`src/rtl/if_id_inject_reg_pkg.sv`:
```
// Shared IF/ID types: widths, bubble encoding, injector opcodes, pipe state and ID register layout.
package pipe_pkg;
   localparam int INSTR_W = 16;
   localparam int PC_W    = 32;

   localparam logic [INSTR_W-1:0] NOP_INSTR      = 16'h0000;
   localparam logic [INSTR_W-1:0] POP_PC_HIGH_OP = 16'h6089;
   localparam logic [INSTR_W-1:0] POP_PC_LOW_OP  = 16'h6088;
   localparam logic [INSTR_W-1:0] POP_CCR_OP     = 16'hFFFF;

   typedef enum logic [1:0] {PASS, INJECT, HOLD} pipe_state_e;

   typedef struct packed {
      logic [INSTR_W-1:0] instr;
      logic [PC_W-1:0]    pc;
      logic               valid;
      logic               injected;
   } id_reg_t;
endpackage

```
`src/rtl/if_id_inject_reg_if.sv`:
```
// Fetch/injector/hazard inputs and decode-side outputs of the IF/ID register.
interface if_id_inject_reg_if;
   import pipe_pkg::*;

   logic [INSTR_W-1:0] fetch_instr;
   logic [PC_W-1:0]    fetch_pc;
   logic               fetch_valid;
   logic [INSTR_W-1:0] inj_instr;
   logic               inj_stall;
   logic               hazard_stall;
   logic               flush;
   logic [INSTR_W-1:0] id_instr;
   logic [PC_W-1:0]    id_pc;
   logic               id_valid;
   logic               id_injected;
   logic               pc_hold;

   modport master (
      output fetch_instr, fetch_pc, fetch_valid, inj_instr, inj_stall, hazard_stall, flush,
      input  id_instr, id_pc, id_valid, id_injected, pc_hold
   );
   modport slave (
      input  fetch_instr, fetch_pc, fetch_valid, inj_instr, inj_stall, hazard_stall, flush,
      output id_instr, id_pc, id_valid, id_injected, pc_hold
   );
endinterface

```
`src/rtl/if_id_inject_reg_skid.sv`:
```
// One-entry instr+pc skid buffer; a write while full is ignored unless the entry drains the same cycle.
module skid_buf1 import pipe_pkg::*; (
   input  logic               clk,
   input  logic               reset,
   input  logic               clr,
   input  logic               wr,
   input  logic               rd,
   input  logic [INSTR_W-1:0] wr_instr,
   input  logic [PC_W-1:0]    wr_pc,
   output logic [INSTR_W-1:0] rd_instr,
   output logic [PC_W-1:0]    rd_pc,
   output logic               full
);
   always_ff @(posedge clk) begin
      if (reset || clr) begin
         full <= 1'b0;
      end else if (wr && (!full || rd)) begin
         rd_instr <= wr_instr;
         rd_pc    <= wr_pc;
         full     <= 1'b1;
      end else if (rd) begin
         full <= 1'b0;
      end
   end
endmodule

```
`src/rtl/if_id_inject_reg.sv`:
```
// IF/ID register muxing fetch vs injected micro-ops, with a 1-entry skid for the in-flight fetch.
// Optional IF_ID_BUBBLE_CNT_EN adds a saturating bubble/injection cycle counter output.
module if_id_inject_reg import pipe_pkg::*; (
   input  logic               clk,
   input  logic               reset,
   if_id_inject_reg_if.slave  bus
`ifdef IF_ID_BUBBLE_CNT_EN
   , output logic [15:0]      bubble_cnt
`endif
);
   pipe_state_e        state_q, state_d;
   id_reg_t            id_q, id_d;
   logic               skid_wr, skid_rd, skid_clr, skid_full;
   logic [INSTR_W-1:0] skid_instr;
   logic [PC_W-1:0]    skid_pc;

   skid_buf1 u_skid (
      .clk      (clk),
      .reset    (reset),
      .clr      (skid_clr),
      .wr       (skid_wr),
      .rd       (skid_rd),
      .wr_instr (bus.fetch_instr),
      .wr_pc    (bus.fetch_pc),
      .rd_instr (skid_instr),
      .rd_pc    (skid_pc),
      .full     (skid_full)
   );

   always_ff @(posedge clk) begin
      if (reset) begin
         state_q <= PASS;
         id_q    <= '{instr: NOP_INSTR, pc: '0, valid: 1'b0, injected: 1'b0};
      end else begin
         state_q <= state_d;
         id_q    <= id_d;
      end
   end

   always_comb begin
      state_d  = PASS;
      id_d     = id_q;
      skid_wr  = 1'b0;
      skid_rd  = 1'b0;
      skid_clr = 1'b0;
      if (bus.inj_stall) begin
         // injected micro-ops commit even under flush; only the younger fetch is dropped
         state_d     = INJECT;
         id_d.instr    = bus.inj_instr;
         id_d.valid    = 1'b1;
         id_d.injected = 1'b1;
         skid_clr      = bus.flush;
         skid_wr       = bus.fetch_valid & ~bus.flush;
      end else if (bus.flush) begin
         id_d.instr    = NOP_INSTR;
         id_d.valid    = 1'b0;
         id_d.injected = 1'b0;
         skid_clr      = 1'b1;
      end else if (bus.hazard_stall) begin
         state_d = HOLD;
         skid_wr = bus.fetch_valid;
      end else begin
         id_d.injected = 1'b0;
         if (skid_full) begin
            // drain the older entry; a live fetch refills behind it
            id_d.instr = skid_instr;
            id_d.pc    = skid_pc;
            id_d.valid = 1'b1;
            skid_rd    = 1'b1;
            skid_wr    = bus.fetch_valid;
         end else if (bus.fetch_valid) begin
            id_d.instr = bus.fetch_instr;
            id_d.pc    = bus.fetch_pc;
            id_d.valid = 1'b1;
         end else begin
            id_d.instr = NOP_INSTR;
            id_d.valid = 1'b0;
         end
      end
   end

   assign bus.id_instr    = id_q.instr;
   assign bus.id_pc       = id_q.pc;
   assign bus.id_valid    = id_q.valid;
   assign bus.id_injected = id_q.injected;
   assign bus.pc_hold     = ~reset & (bus.inj_stall | bus.hazard_stall | skid_full);

`ifdef IF_ID_BUBBLE_CNT_EN
   always_ff @(posedge clk) begin
      if (reset)
         bubble_cnt <= '0;
      else if ((!id_q.valid || id_q.injected) && bubble_cnt != 16'hFFFF)
         bubble_cnt <= bubble_cnt + 16'd1;
   end
`endif

   a_skid_overflow: assert property (@(posedge clk) disable iff (reset)
      !(skid_wr && skid_full && !skid_rd));
   a_inject_commits: assert property (@(posedge clk) disable iff (reset)
      (state_q == INJECT) |-> (id_q.valid && id_q.injected));
endmodule
```
`src/flat_wrapper.sv`:
```
// flat-port wrapper written by rule: the top's interface ports become plain ports
module if_id_inject_reg_flat import pipe_pkg::*;
  (clk, reset, bus_fetch_instr, bus_fetch_pc, bus_fetch_valid, bus_inj_instr, bus_inj_stall, bus_hazard_stall, bus_flush, bus_id_instr, bus_id_pc, bus_id_valid, bus_id_injected, bus_pc_hold);
  if_id_inject_reg_if bus_i ();
  input  logic clk;
  input  logic reset;
  input wire logic [$bits(bus_i.fetch_instr)-1:0] bus_fetch_instr;
  input wire logic [$bits(bus_i.fetch_pc)-1:0] bus_fetch_pc;
  input wire logic [$bits(bus_i.fetch_valid)-1:0] bus_fetch_valid;
  input wire logic [$bits(bus_i.inj_instr)-1:0] bus_inj_instr;
  input wire logic [$bits(bus_i.inj_stall)-1:0] bus_inj_stall;
  input wire logic [$bits(bus_i.hazard_stall)-1:0] bus_hazard_stall;
  input wire logic [$bits(bus_i.flush)-1:0] bus_flush;
  output wire logic [$bits(bus_i.id_instr)-1:0] bus_id_instr;
  output wire logic [$bits(bus_i.id_pc)-1:0] bus_id_pc;
  output wire logic [$bits(bus_i.id_valid)-1:0] bus_id_valid;
  output wire logic [$bits(bus_i.id_injected)-1:0] bus_id_injected;
  output wire logic [$bits(bus_i.pc_hold)-1:0] bus_pc_hold;
  assign bus_i.fetch_instr = bus_fetch_instr;
  assign bus_i.fetch_pc = bus_fetch_pc;
  assign bus_i.fetch_valid = bus_fetch_valid;
  assign bus_i.inj_instr = bus_inj_instr;
  assign bus_i.inj_stall = bus_inj_stall;
  assign bus_i.hazard_stall = bus_hazard_stall;
  assign bus_i.flush = bus_flush;
  assign bus_id_instr = bus_i.id_instr;
  assign bus_id_pc = bus_i.id_pc;
  assign bus_id_valid = bus_i.id_valid;
  assign bus_id_injected = bus_i.id_injected;
  assign bus_pc_hold = bus_i.pc_hold;
  if_id_inject_reg u_core (.clk(clk), .reset(reset), .bus(bus_i));
endmodule
```
`config.mk`:
```
export PLATFORM = sky130hd
export DESIGN_NAME = if_id_inject_reg_flat
export DESIGN_NICKNAME = d
export VERILOG_FILES = /design/src/rtl/if_id_inject_reg_pkg.sv /design/src/rtl/if_id_inject_reg_if.sv /design/src/rtl/if_id_inject_reg_skid.sv /design/src/rtl/if_id_inject_reg.sv /design/src/flat_wrapper.sv
export SDC_FILE = /design/constraint.sdc
export NUM_CORES = 1
export LEC_CHECK = 0
export CORE_UTILIZATION = 45
export DETAILED_ROUTE_END_ITERATION = 8
export PLACE_DENSITY = 0.77
export SLEW_MARGIN = 20
export SYNTH_ARGS = -nofsm -noshare
export SYNTH_HDL_FRONTEND = slang
export SYNTH_HIERARCHICAL = 1
export SYNTH_SLANG_ARGS = --single-unit
export TNS_END_PERCENT = 1
```
`constraint.sdc`:
```
create_clock -name clk -period 11.2 [get_ports clk]
set_clock_uncertainty 0.2 [all_clocks]
set_input_delay 2.8 -clock clk [delete_from_list [all_inputs] [get_ports clk]]
set_output_delay 2.8 -clock clk [all_outputs]
set_load 0.05 [all_outputs]
```
==> reports/results.tsv, run 1 <==
stage	metric	value	unit
outcome	outcome	complete, no violations	
sta	slew_headroom	0.2219	
min_path	min_path_type	flip-flop to flip-flop	
yosys	netlist_instances	312	
yosys	synth-seq-cells	99	
routing	viasPerCell	5.612	
setup_path	reg2reg_depth	4	
sta	fmaxAchievable	130.3	MHz
die	ioPinCount	121	
setup_path	cp_top_family	buffers and inverters	
setup_path	max_stage_delay	820	ps
clocking	clockRootBuffer	clkbuf_8	
sta	hold_viol_final	0	
clocking	htreeDepth	3	
sta	min_period	7677	ps
setup_path	worst_setup_path_end_kind	output pin	
sta	min_period_over_period	0.6854	
setup_path	cp.required	8200	ps
power_and_ir_drop	leakage	1.740	nW
sta	drv_slew	0	
setup_path	worstPathCellList	clkdlybuf4s50_1 > buf_4 > nor3_1 > nor2_1 > clkdlybuf4s50_1	
setup_path	start_kind	input pin	
routing	post_drt_wl_per_cell	17.66	um
sta	setup_viol	0	
routing	vias	2963	
clocking	ctsLongestPathBuffers	2	
sta	worst_pin_slew	1165	ps
routing	ant_nets	0	
setup_path	worstPathArrival	4680	ps
routing	drt_pass1_iterations	4	
grt	grt_use_total	0.1973	
placed_design	pre_cts_ws	3515	ps
power_and_ir_drop	pwr_density_cell	139.2	nW/um2
sta	finalWorstSetupSlack	3523	ps
yosys	synth.largest_area_cell	edfxtp_1	
die	die_x	97.22	um
clocking	clk_pin_slew	90	ps
cells_and_area	area_growth	34.87	%
cells_and_area	regArea	2464	um2
cells_and_area	fin_nets	485	
die	initial_core_util	0.4656	
setup_path	cpMostUsedCell	clkdlybuf4s50_1	
yosys	synth-edff-count	48	
cells_and_area	layout-drive-gt1-share	0.1310	
grt	antenna_found_initial	0	
grt	first_global_vias	2929	
yosys	synth_commonest_cells	dfxtp_1 (51), edfxtp_1 (48), a21oi_1 (33), mux2i_1 (33), a22oi_1 (32)	
placed_design	gp_congestion	0.7501	
power_and_ir_drop	ir_drop	0.06856	mV
grt	grt-ovfl-total	0	
setup_path	worstPathMaxFanout	36	
clocking	cts_setup_buffers	0	
die	die_height	97.22	um
setup_path	path_buf_inv	3	
die	rows	34	
clocking	cts_tree	built	
yosys	synthTopCellsByArea	edfxtp_1 (35%), dfxtp_1 (25%), a211oi_2 (9.2%), mux2i_1 (8.1%), a22oi_1 (5.9%)	
routing	drt_iter0_drc	162	
yosys	mappedNetlistArea	4080	um2
yosys	synth_most_common_cell	dfxtp_1	
clocking	ctsHoldBuffers	0	
yosys	synth_top_cell_area_share	0.3533	
sta	rsz0062_at_grt	false	
yosys	syn_area_per_cell	13.08	um2
die	coreArea	8763	um2
cells_and_area	antenna_cells	0	
job	cap_violations	0	
placed_design	dp_hpwl	5775	um
yosys	synth_fp_nets	382	
clocking	cts_resized	0	
die	die_area	9452	um2
sta	setup_tns	0	ps
routing	drc	0	
yosys	synthFlopType	dfxtp_1	
clocking	insertion_delay	350	ps
routing	wirelength	9322	um
yosys	yosysUniqueCellTypes	25	
cells_and_area	multi_input_area	1448	um2
clocking	cts_sinks	99	
grt	grt_max_degree	55	
placed_design	io_buffers	120	
yosys	async_flop_share	0	
setup_path	cp_slowest_cell	clkdlybuf4s50_1	
grt	grt_pass1_wl	14960	um
cells_and_area	num-fill-cells	660	
clocking	cts_inserted_buffers	9	
min_path	holdPathStages	2	
setup_path	crit_type	input pin to output pin	
yosys	yosys_warnings	6	
yosys	synth_seq_area_share	0.6035	
setup_path	cp.depth	5	
[worst min-delay path, stage by stage (launching register included)]
cell,delay [ps]
dfxtp_1,350
a21oi_1,60
nor2_1,70
[area by class of cell]
class	instances	area share
multi-input combinational	179	0.2631
inverter	1	0.0006821
timing repair buffer	125	0.2242
clock buffer	12	0.02638
tap	108	0.02456
sequential	99	0.4477
clock inverter	4	0.01342
[cells in the final DEF, fill, tap and decap left out, types with 2 or more instances in the layout]
master and count:
clkdlybuf4s50_1 119, dfxtp_1 50, edfxtp_1 48, mux2i_1 33
a21oi_1 33, a22oi_1 32, a211oi_2 30, nor2b_1 17
o22ai_1 16, clkbuf_8 10, buf_4 5, nor2_1 3
nand2b_1 3, clkbuf_1 2, bufinv_16 2, a211oi_1 2
[sequential cells by signal, indices dropped and copies added, names as in the netlist]
signal,flops
u_core/u_skid/rd_instr,16
u_core/bus.id_pc,32
u_core/bus.id_injected,1
u_core/u_skid/rd_pc,32
u_core/u_skid/full,1
u_core/bus.id_instr,16
u_core/bus.id_valid,1
[kinds of logic (layout without fill, tap and decap cells)]
kind of cell | Yosys count | in the layout | synth area share
AOI/OAI and AO/OA | 115 | 115 | 0.2232
buffers and inverters | 34 | 142 | 0.04354
DFF | 99 | 99 | 0.6035
muxes | 33 | 33 | 0.08096
and+or+nand+nor | 31 | 31 | 0.04876
[power breakdown]
| part | switching (mW) | total, mW | internal [mW] |
|---|---|---|---|
| Combinational | 0.0682 | 0.120 | 0.0514 |
| Sequential | 0.00487 | 0.395 | 0.390 |
| Clock | 0.119 | 0.252 | 0.133 |
| Total | 0.192 | 0.766 | 0.574 |
[stage by stage]
step	power [mW]	std cells	instance area (um2)	hold slack, ps	util
after floorplan	0.4721	312	4080	276.1	-
after global placement	0.5209	512	5278	290.0	0.6022
after detailed placement	0.5225	512	5278	291.1	0.6022
after CTS	0.7698	528	5497	311.9	0.6272
after global routing	0.7936	528	5503	337.0	0.6279
final	0.7661	528	5503	314.8	0.6279
[final timing paths]
check | start | to | slack (ps)
setup reg to reg | u_core/u_skid/full | u_core/u_skid/rd_pc[12] | 8630
hold / removal | u_core/bus.id_injected | u_core/bus.id_injected | 310
setup / recovery | bus_inj_stall | bus_pc_hold | 3520
hold reg to reg | u_core/bus.id_injected | u_core/bus.id_injected | 310
[layer usage]
| layer | vias up | routed length, um | track usage |
|---|---|---|---|
| li1 | 1410 | - | - |
| met1 | 1435 | 4273 | 0.2615 |
| met2 | 109 | 4403 | 0.3158 |
| met3 | 9 | 514 | 0.04317 |
| met4 | 0 | 131 | 0.07805 |
| met5 | - | 0 | 0 |
Power figures use the tool's default switching activity.
==> inputs of run 2 (changes only) <==
--- a/config.mk
+++ b/config.mk
@@ -5,9 +5,9 @@
 export SDC_FILE = /design/constraint.sdc
 export NUM_CORES = 1
 export LEC_CHECK = 0
-export CORE_UTILIZATION = 45
+export CORE_UTILIZATION = 42
 export DETAILED_ROUTE_END_ITERATION = 8
-export PLACE_DENSITY = 0.77
+export PLACE_DENSITY = 0.75
 export SLEW_MARGIN = 20
 export SYNTH_ARGS = -nofsm -noshare
 export SYNTH_HDL_FRONTEND = slang
==> constraint.sdc (replaced) <==
create_clock -name clk -period 6.5 [get_ports clk]
set_clock_uncertainty 0.2 [all_clocks]
set_input_delay 1.625 -clock clk [delete_from_list [all_inputs] [get_ports clk]]
set_output_delay 1.625 -clock clk [all_outputs]
set_load 0.05 [all_outputs]
==> run 2 against run 1 <==
  * Sequential cell count stayed put
  * Register-to-register slack worse by 4700 ps
  * Cell area fell by 0.52%
  * Critical path type unchanged
  * Highest routed layer unchanged
==> reports/results.tsv, run 2 (same netlist as run 1, synthesis figures left out) <==
stage	metric	value	unit
cells_and_area	fin_util	0.5869	
job	cap_violations	0	
sta	setup_viol	0	
die	initial_core_util	0.4374	
sta	rsz0062_at_grt	false	
clocking	clockRootBuffer	clkbuf_8	
routing	drc	0	
cells_and_area	antenna_cells	0	
clocking	cts_resized	0	
grt	antenna_found_initial	0	
min_path	holdPathStages	2	
routing	drt_iter0_drc	58	
clocking	ctsHoldBuffers	0	
routing	post_drt_wl_per_cell	17.13	um
clocking	insertion_delay	350	ps
power_and_ir_drop	pwr_density_cell	224.1	nW/um2
sta	fmaxAchievable	186.9	MHz
die	die_height	100.6	um
grt	grt-ovfl-total	0	
setup_path	cp.required	4680	ps
setup_path	reg2reg_depth	4	
grt	grt_util_met1	0.2413	
placed_design	io_buffers	120	
die	ioPinCount	121	
cells_and_area	final_common_cell	clkdlybuf4s50_1	
setup_path	worstPathArrival	3530	ps
clocking	cts_tree	built	
setup_path	crit_end	bus_pc_hold	
sta	min_period_over_period	0.8232	
die	rows	35	
sta	slew_headroom	0.4882	
placed_design	gp_congestion	0.7111	
grt	use_met2	0.3182	
grt	grt_use_total	0.1898	
cells_and_area	fin_nets	485	
routing	vias	2936	
grt	first_global_vias	2940	
grt	grt_use_met3	0.04161	
sta	min_period	5351	ps
clocking	cts_inserted_buffers	9	
routing	wirelength	9403	um
grt	grt-busiest-layer	met2	
clocking	htreeDepth	3	
power_and_ir_drop	p_total	1.227	mW
setup_path	reg2reg_from	u_core/u_skid/full	
routing	viasPerCell	5.348	
outcome	outcome	complete, no violations	
sta	hold_viol_final	0	
setup_path	start_kind	input pin	
sta	drv_slew	0	
setup_path	worstPathMaxFanout	36	
grt	grt_max_degree	54	
power_and_ir_drop	ir_drop	0.09973	mV
min_path	min_path_type	flip-flop to flip-flop	
die	coreArea	9328	um2
clocking	cts_sinks	99	
die	die_area	10110	um2
setup_path	timing.rr.end	u_core/u_skid/rd_pc[8]	
setup_path	crit_type	input pin to output pin	
clocking	clk_pin_slew	80	ps
sta	setup_tns	0	ps
power_and_ir_drop	leakage	1.712	nW
routing	ant_nets	0	
grt	grt_pass1_wl	14770	um
clocking	ctsLongestPathBuffers	2	
cells_and_area	area_growth	34.16	%
setup_path	rrSetupSlack	3950	ps
cells_and_area	final_cell_mix	clkdlybuf4s50_1 (119), dfxtp_1 (50), edfxtp_1 (48)	
sta	worst_pin_slew	767.7	ps
die	die_x	100.6	um
setup_path	worst_setup_path_end_kind	output pin	
placed_design	dp_hpwl	5927	um
cells_and_area	layout-drive-gt1-share	0.1310	
clocking	cts_setup_buffers	0	
routing	drt_pass1_iterations	4	
setup_path	setup.worst_path.start	bus_inj_stall	
run 2: layer usage:
metal	wire, um	part of all wire
met1	4117	0.44
met5	0	0
met3	508	0.054
met2	4692	0.50
met4	85	0.0090
run 2: metrics by stage:
step	hold slack, ps	cell area [um2]	instances	worst slack, ps
after floorplan	276.1	4080	312	1872
after global placement	276.6	5304	533	1175
after detailed placement	310.4	5306	533	1157
after CTS	333.0	5468	549	1151
after global routing	373.4	5474	549	1049
final	327.9	5474	549	1150
run 2: critical path: stages:
cell             delay, ps
clkdlybuf4s50_1        460
buf_4                  330
nor3_1                 130
nor2_1                 150
clkdlybuf4s50_1        820
run 2: power breakdown:
part           switching (mW)  internal, mW
clock network           0.202         0.139
logic                   0.117        0.0886
registers             0.00826         0.672
total                   0.328         0.899
run 2: cell type report:
cell class	count	area (um2)
sequential	99	2464
inverter	1	3.754
timing repair buffer	125	1234
clock inverter	5	30.03
tap	129	161.4
multi-input combinational	179	1450
fill	804	3854
clock buffer	11	131.4
run 2: worst min-delay path by stage:
stage,to,startpoint
2_1_floorplan,u_core/u_skid/full,u_core/u_skid/full
3_3_place_gp,u_core/bus.id_injected,u_core/bus.id_injected
3_5_place_dp,u_core/bus.id_injected,u_core/bus.id_injected
4_1_cts,u_core/bus.id_injected,u_core/bus.id_injected
5_1_grt,u_core/bus.id_pc[0],u_core/bus.id_pc[0]
6_report,u_core/bus.id_pc[19],u_core/bus.id_pc[19]
==> RTL change, RTL diff (settings of run 2) <==
Change the package constant `INSTR_W` from 16 to 32.
--- a/src/rtl/if_id_inject_reg_pkg.sv
+++ b/src/rtl/if_id_inject_reg_pkg.sv
@@ -1,6 +1,6 @@
 // Shared IF/ID types: widths, bubble encoding, injector opcodes, pipe state and ID register layout.
 package pipe_pkg;
-   localparam int INSTR_W = 16;
+   localparam int INSTR_W = 32;
    localparam int PC_W    = 32;
 
    localparam logic [INSTR_W-1:0] NOP_INSTR      = 16'h0000;
Interface: changed (resized bus_fetch_instr, bus_id_instr and bus_inj_instr); port bits go from 121 to 169. No check against the original RTL was run, so the function may have changed too.
==> RTL change against run 2 <==
  * Area after synthesis increased by 31%
  * Total power up 71%
  * Global-route usage increased by 2.1 points
  * Non-clock buffer count grew 51
  * Count of clock-buffer cells in the layout is 16 higher
  * Largest power group unchanged
  * Worst setup slack improved by 0.20 ns
  * Sequential cell count is 32 higher
  * Routed wire length is 43% higher
  * Design area increased by 40%
  * Largest cell class unchanged
==> RTL change: results (changes against run 2) <==
<table>
<tr><th>Metric</th><th>Value</th></tr>
<tr><th colspan="2">Run status</th></tr>
<tr><td>Outcome</td><td>complete, no violations</td></tr>
<tr><th colspan="2">Clocking</th></tr>
<tr><td>Root buffer cell</td><td>sky130_fd_sc_hd__clkbuf_16</td></tr>
<tr><td>Number of H-tree levels</td><td>4 (+1)</td></tr>
<tr><td>CTS Buf Count</td><td>17 (+8)</td></tr>
<tr><td>Source-to-sink clock delay at the later pin of the worst-skew pair</td><td>0.41 ns (+0.06 ns)</td></tr>
<tr><th colspan="2">Power and ir drop</th></tr>
<tr><td>Worst voltage drop across the vdd grid</td><td>169 µV (+69%)</td></tr>
<tr><td>Share of total power in the clock network</td><td>43.1% (+15 points)</td></tr>
<tr><th colspan="2">Place</th></tr>
<tr><td>Placement-stage cell area</td><td>7110 µm² (+34%)</td></tr>
<tr><td>Number of I/O port buffers</td><td>168 (+40%)</td></tr>
<tr><th colspan="2">Layout</th></tr>
<tr><td># fillers</td><td>998 (+24%)</td></tr>
<tr><td>Final #Nets</td><td>673 (+39%)</td></tr>
<tr><th colspan="2">Synthesis</th></tr>
<tr><td>Synth cell types</td><td>27 (+8.0%)</td></tr>
<tr><td>EDFF count, synth</td><td>64 (+33%)</td></tr>
<tr><td>Ranking of synthesized cells by instance count</td><td>sky130_fd_sc_hd__dfxtp_1, sky130_fd_sc_hd__edfxtp_1, sky130_fd_sc_hd__a22oi_1, sky130_fd_sc_hd__a21oi_1, sky130_fd_sc_hd__nor2b_1</td></tr>
<tr><td>Number of nets produced by synthesis</td><td>522 (+37%)</td></tr>
<tr><td>Share of synthesized area occupied by flip-flops and latches</td><td>60.9% (+0.54 points)</td></tr>
<tr><th colspan="2">Route</th></tr>
<tr><td>Post-Route M1 WL</td><td>5580 µm (+36%)</td></tr>
<tr><td>Routed vias</td><td>4078 (+39%)</td></tr>
<tr><td>Total length of routed met2 wires</td><td>6390 µm (+36%)</td></tr>
<tr><td>Drt first-iter violations</td><td>307 (+430%)</td></tr>
<tr><td>Routed length on met3</td><td>1190 µm (+130%)</td></tr>
<tr><th colspan="2">STA</th></tr>
<tr><td>Tightest slew margin relative to the limit</td><td>34.2% (-15 points)</td></tr>
<tr><th colspan="2">Setup path</th></tr>
<tr><td>Arrival time reported for the critical path endpoint</td><td>3.32 ns (-0.21 ns)</td></tr>
<tr><td>Delay of the slowest cell on the worst path</td><td>0.86 ns (+0.04 ns)</td></tr>
<tr><th colspan="2">Global routing</th></tr>
<tr><td>GR Util All Layers</td><td>21.1% (+2.1 points)</td></tr>
<tr><td>Global-route wire length before repair</td><td>21100 µm (+43%)</td></tr>
<tr><th colspan="2">Min path</th></tr>
<tr><td>Endpoint of the worst hold path</td><td>u_core/bus.id_injected</td></tr>
</table>
==> RTL change: area by class of cell <==
type / count / area [µm²] / share of cell area [%]
repair buffers: 176 / 1730 / 22.6
multi-input cells: 244 / 1900 / 24.7
clock buffers: 27 / 514 / 6.70
flip-flops and latches: 131 / 3270 / 42.6
well taps: 168 / 210 / 2.74
clock inverters: 5 / 50.0 / 0.652
inverters: 1 / 3.75 / 0.0489
==> RTL change: worst max-delay path by stage <==
stage / cells after the start / from / end
floorplan: 4 / reset / bus_pc_hold
global placement: 4 / bus_hazard_stall / bus_pc_hold
detailed placement: 4 / bus_hazard_stall / bus_pc_hold
CTS: 4 / bus_hazard_stall / bus_pc_hold
global route: 4 / bus_hazard_stall / bus_pc_hold
finish: 4 / bus_hazard_stall / bus_pc_hold
==> RTL change: cells by family (layout without fill, tap and decap cells) <==
| logic type | after synthesis | after routing | synth area share (%) |
|---|---|---|---|
| AND/OR/NAND/NOR | 48 | 48 | 5.74 |
| buffers and inverters | 45 | 209 | 3.90 |
| AO/OA/AOI/OAI | 163 | 163 | 23.3 |
| multiplexers | 33 | 33 | 6.16 |
| flip-flops | 131 | 131 | 60.9 |
==> RTL change: layer usage <==
layer  vias to the layer above  track usage (%)
li1                       1936                -
met1                      1960             25.7
met2                       158             32.8
met3                        24             8.17
met4                         0             10.1
met5                         -                0
==> RTL change: stage by stage <==
step,hold WS (ns),setup slack [ns],util [%],power [mW],std cells
3_5_place_dp,0.277,1.37,58.2,1.21,720
4_1_cts,0.290,1.37,62.8,2.11,752
3_3_place_gp,0.272,1.41,58.2,1.20,720
5_1_grt,0.349,1.29,62.8,2.16,752
6_report,0.288,1.35,62.8,2.09,752
2_1_floorplan,0.263,1.81,-,1.08,420
